<file path="config.mk">
export PLATFORM = sky130hd
export DESIGN_NAME = instr_prefetch_buffer_flat
export DESIGN_NICKNAME = d
export VERILOG_FILES = /design/src/rtl/instr_prefetch_buffer_if.sv /design/src/rtl/instr_prefetch_buffer.sv /design/src/flat_wrapper.sv
export SDC_FILE = /design/constraint.sdc
export NUM_CORES = 1
export LEC_CHECK = 0
export BUFFER_PORTS_ARGS = -buffer_cell sky130_fd_sc_hd__buf_2
export CORE_ASPECT_RATIO = 0.8
export CORE_MARGIN = 2
export CORE_UTILIZATION = 39
export CTS_BUF_LIST = sky130_fd_sc_hd__clkbuf_2
export DETAILED_ROUTE_END_ITERATION = 6
export GPL_ROUTABILITY_DRIVEN = 0
export PLACE_DENSITY = 0.62
export SLEW_MARGIN = 5
export SYNTH_ARGS = -nofsm -noshare
export SYNTH_HDL_FRONTEND = slang
export SYNTH_SLANG_ARGS = --single-unit
</file>
<file path="constraint.sdc">
create_clock -name clk -period 3.69 [get_ports clk]
set_input_delay 0.1845 -clock clk [delete_from_list [all_inputs] [get_ports clk]]
set_output_delay 0.1845 -clock clk [all_outputs]
set_load 0.1 [all_outputs]
</file>
<file path="src/rtl/instr_prefetch_buffer_if.sv">
// rtl/instr_prefetch_buffer_if.sv - fetch/decode bundle for the instruction prefetch buffer
// Purpose : groups the instruction-memory handshake, redirect and decode-side signals.
// Signals : imem_req/imem_addr/imem_ack/imem_rdata (memory side),
//           redirect/redirect_pc (flush + restart),
//           inst_valid/inst_ready/inst_code/inst_pc/buf_count (decode side).
// Modports: master = prefetch buffer, slave = memory/decode environment.
interface instr_prefetch_buffer_if #(
  parameter int DEPTH = 4
) ();
  localparam int CW = $clog2(DEPTH) + 1;

  logic          imem_req;
  logic [31:0]   imem_addr;
  logic          imem_ack;
  logic [31:0]   imem_rdata;
  logic          redirect;
  logic [31:0]   redirect_pc;
  logic          inst_valid;
  logic          inst_ready;
  logic [31:0]   inst_code;
  logic [31:0]   inst_pc;
  logic [CW-1:0] buf_count;

  modport master (
    output imem_req, imem_addr,
    input  imem_ack, imem_rdata,
    input  redirect, redirect_pc,
    output inst_valid,
    input  inst_ready,
    output inst_code, inst_pc, buf_count
  );

  modport slave (
    input  imem_req, imem_addr,
    output imem_ack, imem_rdata,
    output redirect, redirect_pc,
    input  inst_valid,
    output inst_ready,
    input  inst_code, inst_pc, buf_count
  );
endinterface

</file>
<file path="src/rtl/instr_prefetch_buffer.sv">
// rtl/instr_prefetch_buffer.sv - instruction prefetch FIFO with single-outstanding fetch FSM
// Purpose : fetches sequential instruction words into a DEPTH-entry {pc,code} FIFO,
//           handles redirects (flush + restart) including a request already in flight.
// Ports   : clk       - clock, rising edge
//           rst       - asynchronous active-low reset
//           bus       - instr_prefetch_buffer_if.master (memory, redirect, decode signals)
module instr_prefetch_buffer #(
  parameter int          DEPTH    = 4,
  parameter logic [31:0] RESET_PC = 32'h0000_0000
) (
  input  logic                      clk,
  input  logic                      rst,
  instr_prefetch_buffer_if.master   bus
);
  localparam int PW = $clog2(DEPTH);
  localparam int CW = PW + 1;

  typedef enum logic [1:0] {
    S_IDLE = 2'd0,
    S_REQ  = 2'd1,
    S_DROP = 2'd2
  } state_t;

  state_t        r_state;
  state_t        w_state_nxt;
  logic [31:0]   r_pc;
  logic [31:0]   w_pc_nxt;
  // Address of the request being abandoned; the bus must keep showing it
  // while r_pc already holds the redirect target.
  logic [31:0]   r_drop_addr;
  logic [31:0]   r_mem_pc   [DEPTH];
  logic [31:0]   r_mem_code [DEPTH];
  logic [PW-1:0] r_wr_ptr;
  logic [PW-1:0] r_rd_ptr;
  logic [CW-1:0] r_count;

  logic          w_push;
  logic          w_pop;
  logic          w_valid;
  logic [CW-1:0] w_count_after;
  logic [31:0]   w_redir_pc;
  logic          w_unused_lsbs;

  assign w_redir_pc    = {bus.redirect_pc[31:2], 2'b00};
  assign w_unused_lsbs = ^bus.redirect_pc[1:0];

  assign w_valid       = (r_count != '0);
  // A redirect discards both the in-flight response and any pop that cycle.
  assign w_push        = (r_state == S_REQ) && bus.imem_ack && !bus.redirect;
  assign w_pop         = w_valid && bus.inst_ready && !bus.redirect;
  assign w_count_after = r_count + CW'(w_push) - CW'(w_pop);

  always_comb begin
    w_state_nxt = r_state;
    w_pc_nxt    = r_pc;
    case (r_state)
      S_IDLE: begin
        if (bus.redirect) begin
          w_pc_nxt    = w_redir_pc;
          w_state_nxt = S_REQ;
        end else if (r_count < CW'(DEPTH)) begin
          w_state_nxt = S_REQ;
        end
      end
      S_REQ: begin
        if (bus.redirect) begin
          w_pc_nxt    = w_redir_pc;
          w_state_nxt = bus.imem_ack ? S_REQ : S_DROP;
        end else if (bus.imem_ack) begin
          w_pc_nxt    = r_pc + 32'd4;
          // Stop issuing once this push fills the buffer so no push can hit a full FIFO.
          w_state_nxt = (w_count_after < CW'(DEPTH)) ? S_REQ : S_IDLE;
        end
      end
      S_DROP: begin
        if (bus.redirect) begin
          w_pc_nxt = w_redir_pc;
        end
        // The stale request retires on ack; the flushed buffer is empty, so reissue.
        if (bus.imem_ack) begin
          w_state_nxt = S_REQ;
        end
      end
      default: w_state_nxt = S_IDLE;
    endcase
  end

  always_ff @(posedge clk or negedge rst) begin
    if (!rst) begin
      r_state     <= S_IDLE;
      r_pc        <= RESET_PC;
      r_drop_addr <= RESET_PC;
      r_wr_ptr    <= '0;
      r_rd_ptr    <= '0;
      r_count     <= '0;
    end else begin
      r_state <= w_state_nxt;
      r_pc    <= w_pc_nxt;
      if ((r_state == S_REQ) && bus.redirect && !bus.imem_ack) begin
        r_drop_addr <= r_pc;
      end
      if (bus.redirect) begin
        r_wr_ptr <= '0;
        r_rd_ptr <= '0;
        r_count  <= '0;
      end else begin
        if (w_push) r_wr_ptr <= r_wr_ptr + 1'b1;
        if (w_pop)  r_rd_ptr <= r_rd_ptr + 1'b1;
        r_count <= w_count_after;
      end
    end
  end

  // Storage needs no reset: it is only observed through the count-gated head.
  always_ff @(posedge clk) begin
    if (w_push) begin
      r_mem_pc[r_wr_ptr]   <= r_pc;
      r_mem_code[r_wr_ptr] <= bus.imem_rdata;
    end
  end

  assign bus.imem_req   = (r_state == S_REQ) || (r_state == S_DROP);
  assign bus.imem_addr  = (r_state == S_DROP) ? r_drop_addr : r_pc;
  assign bus.inst_valid = w_valid;
  assign bus.inst_code  = w_valid ? r_mem_code[r_rd_ptr] : 32'd0;
  assign bus.inst_pc    = w_valid ? r_mem_pc[r_rd_ptr]   : 32'd0;
  assign bus.buf_count  = r_count;
endmodule

</file>
<file path="src/flat_wrapper.sv">
// flat-port wrapper written by rule: the top's interface ports become plain ports
module instr_prefetch_buffer_flat 
#(
  parameter int          DEPTH    = 4,
  parameter logic [31:0] RESET_PC = 32'h0000_0000
)
  (clk, rst, bus_imem_req, bus_imem_addr, bus_imem_ack, bus_imem_rdata, bus_redirect, bus_redirect_pc, bus_inst_valid, bus_inst_ready, bus_inst_code, bus_inst_pc, bus_buf_count);
  instr_prefetch_buffer_if #(.DEPTH(DEPTH)) bus_i ();
  input  logic clk;
  input  logic rst;
  output wire logic [$bits(bus_i.imem_req)-1:0] bus_imem_req;
  output wire logic [$bits(bus_i.imem_addr)-1:0] bus_imem_addr;
  input wire logic [$bits(bus_i.imem_ack)-1:0] bus_imem_ack;
  input wire logic [$bits(bus_i.imem_rdata)-1:0] bus_imem_rdata;
  input wire logic [$bits(bus_i.redirect)-1:0] bus_redirect;
  input wire logic [$bits(bus_i.redirect_pc)-1:0] bus_redirect_pc;
  output wire logic [$bits(bus_i.inst_valid)-1:0] bus_inst_valid;
  input wire logic [$bits(bus_i.inst_ready)-1:0] bus_inst_ready;
  output wire logic [$bits(bus_i.inst_code)-1:0] bus_inst_code;
  output wire logic [$bits(bus_i.inst_pc)-1:0] bus_inst_pc;
  output wire logic [$bits(bus_i.buf_count)-1:0] bus_buf_count;
  assign bus_imem_req = bus_i.imem_req;
  assign bus_imem_addr = bus_i.imem_addr;
  assign bus_i.imem_ack = bus_imem_ack;
  assign bus_i.imem_rdata = bus_imem_rdata;
  assign bus_i.redirect = bus_redirect;
  assign bus_i.redirect_pc = bus_redirect_pc;
  assign bus_inst_valid = bus_i.inst_valid;
  assign bus_i.inst_ready = bus_inst_ready;
  assign bus_inst_code = bus_i.inst_code;
  assign bus_inst_pc = bus_i.inst_pc;
  assign bus_buf_count = bus_i.buf_count;
  instr_prefetch_buffer #(.DEPTH(DEPTH), .RESET_PC(RESET_PC)) u_core (.clk(clk), .rst(rst), .bus(bus_i));
endmodule
</file>
==> metrics <==
largest net degree at the start of global routing=65; slew at the pin closest to its max-slew limit=1.10 ns; Max Cap Viol=0; fin util=48.4%; Tcrit/Tclk final=93.2%; share of cells above drive strength 1=37.9%; Most common cell on crit path=dlygate4sd3_1; count of different cell masters after synthesis=54; grt ovf=0; vias in the first global route=8467; Critical Path Source=u_core.r_state[0]; crit-path cells=inv_1 > ha_2 > buf_4 > or3_4 > nor3_4 > nand2_1 > o22ai_1 > dlygate4sd3_1 > a21oi_1 > dlygate4sd3_1; CP endpoint kind=flop; Post-Synthesis Cells=808; crit path launch type=flop; post-synthesis async set-or-reset flop share=21.8%; Core Rows=60; Starting Density=39.6%; Vert. Die Dim=170 µm; largest stage delay on the critical path=0.56 ns; synth-to-layout area growth=22.2%; CTS tree=done; Nets=1200; WP data required=4.44 ns; Slew Viols, Final=0; DIE WIDTH=211 µm; leading area contributor after synthesis=edfxtp_1; Root Driver=clkbuf_2; Clock transition at path regs=0.10 ns; r2r startpoint=u_core.r_state[0]; DR DRC count=0; status=completed; DIE AREA=35800 µm²; # IOs=170; DR WL/cell=19.9 µm; drt pass-1 iters=5; #FFs+latches synth=317; Synth Cell Area=13400 µm²; Slew Limit Headroom=26.1%; Setup Buffers After CTS=0; Worst Hold Launch=bus_imem_rdata[3]; Clock Sinks=317; Yosys top cell area share=55.7%; commonest non-fill, non-tap cell in the layout=edfxtp_1; highest-count cells in the layout ignoring fill and taps=248 x edfxtp_1, 163 x buf_2, 123 x clkbuf_2; CTS max path bufs=3; skew final=0.0430 ns; initial antenna violation count=1; post-synthesis sequential area ratio=68.7%; synth top area cells=edfxtp_1 56%, dfrtp_1 13%, mux4_2 10%; first-pass GRT wire length=48600 µm; Fin Setup TNS=0 ns; Via density=5.16; clk_lat worst skew=0.85 ns; RSZ-0062 raised after global routing=no; CP Max Fanout=23; Avg Cell Area, Syn=16.5 µm²; f_max=0.291 GHz; clock period minus worst slack=3.44 ns; Port-buffer cells=163; core area=33700 µm²; Initial DRC Count=560; final WL=32000 µm; total track usage=18.1%; crit path DAT=4.19 ns; critical path class=reg2reg; Hold Slack=0.109 ns; Final Hold Viols=0; final setup fails=0; Num CTS Buffers=81; Post-synth EDFFs=248; Routed Antenna Nets=0; H-tree depth=3; YS warnings=0; critical path's slowest cell=dlygate4sd3_1; Worst Hold Class=in2reg; DR vias=8310; hpwl dp=19000 µm; Layout fillers=2905; Synth Flop Type=edfxtp_1
critical path: cells and delay by family (launching register included):
kind	cells	cell delay [ns]
buffers and inverters	4	1.51
and+or+nand+nor	3	0.93
DFF	1	0.40
adders and majority gates	1	0.34
AOI/OAI and AO/OA	2	0.17
registers in the layout (all words and copies together) (netlist names):
signal                count
u_core.r_state            2
u_core.r_mem_code       128
u_core.r_pc              30
u_core.r_drop_addr       30
u_core.r_mem_pc         120
u_core.r_rd_ptr           2
u_core.bus.buf_count      3
u_core.r_wr_ptr           2
final cells by class:
cell class	instances	area (µm²)	share of cell area, %
Clock buffer	123	616	3.77
Inverter	12	45.0	0.276
Antenna cell	1	2.50	0.0153
Multi-Input combinational cell	431	3940	24.1
Sequential cell	317	9180	56.2
Timing Repair Buffer	276	1940	11.9
Tap cell	434	543	3.33
Clock inverter	15	60.1	0.368
routing by layer:
metal / up-vias / global-route usage [%] / part of all wire (%)
li1: 3796 / - / -
met1: 4157 / 25.2 / 45
met2: 313 / 28.1 / 46
met3: 44 / 4.53 / 7.1
met4: 0 / 5.88 / 1.5
met5: - / 0 / 0
final timing paths:
check / to / slack (ns) / cells after the start
setup / recovery: u_core.r_pc[29] / 0.25 / 10
hold / removal: u_core.r_mem_code[1][3] / 0.11 / 2
setup reg to reg: u_core.r_pc[29] / 0.25 / 10
hold reg to reg: u_core.r_drop_addr[9] / 0.49 / 2
max in group asynchronous: u_core.r_rd_ptr[0] / 2.07 / 4
min in group asynchronous: u_core.r_drop_addr[16] / 0.45 / 4
stage by stage:
| stage | setup WS [ns] | cell area (µm²) | instances |
|---|---|---|---|
| after floorplan | 0.377 | 13400 | 811 |
| after global placement | 1.02 | 14700 | 1378 |
| after detailed placement | 0.977 | 14700 | 1378 |
| after CTS | 0.263 | 16300 | 1607 |
| after global routing | 0.110 | 16300 | 1609 |
| final | 0.251 | 16300 | 1609 |
Yosys cell counts, drive strengths merged, types with 4 or more instances:
cell,n
clkbuf,31
inv,12
nand3,19
ha,11
buf,20
dfrtp,69
nand2,36
mux2,55
and3,10
nand4,7
o21ai,24
nor3,14
edfxtp,248
nor2,21
and2,70
o22ai,10
or3,5
mux4,62
a31oi,4
a2bb2oi,6
and4,4
a21oi,31
cell families after synthesis:
family                     after synthesis  synth area share [%]
DFF                                    317                  68.7
and+or+nand+nor                        196                  8.11
muxes                                  120                  15.3
AOI/OAI and AO/OA                       94                  4.30
buffers and inverters                   63                  2.09
adders and majority gates               12                  1.18
xor gates and xnor gates                 5                 0.328
other                                    1                0.0281
repair_timing:
item	in CTS	in global routing
endpoints found under the hold margin	249	4
resized for setup	0	0
hold buffers	91	1
Power is not shown: default switching activity piles up to over one toggle a cycle in this logic, so the estimate is an artifact.
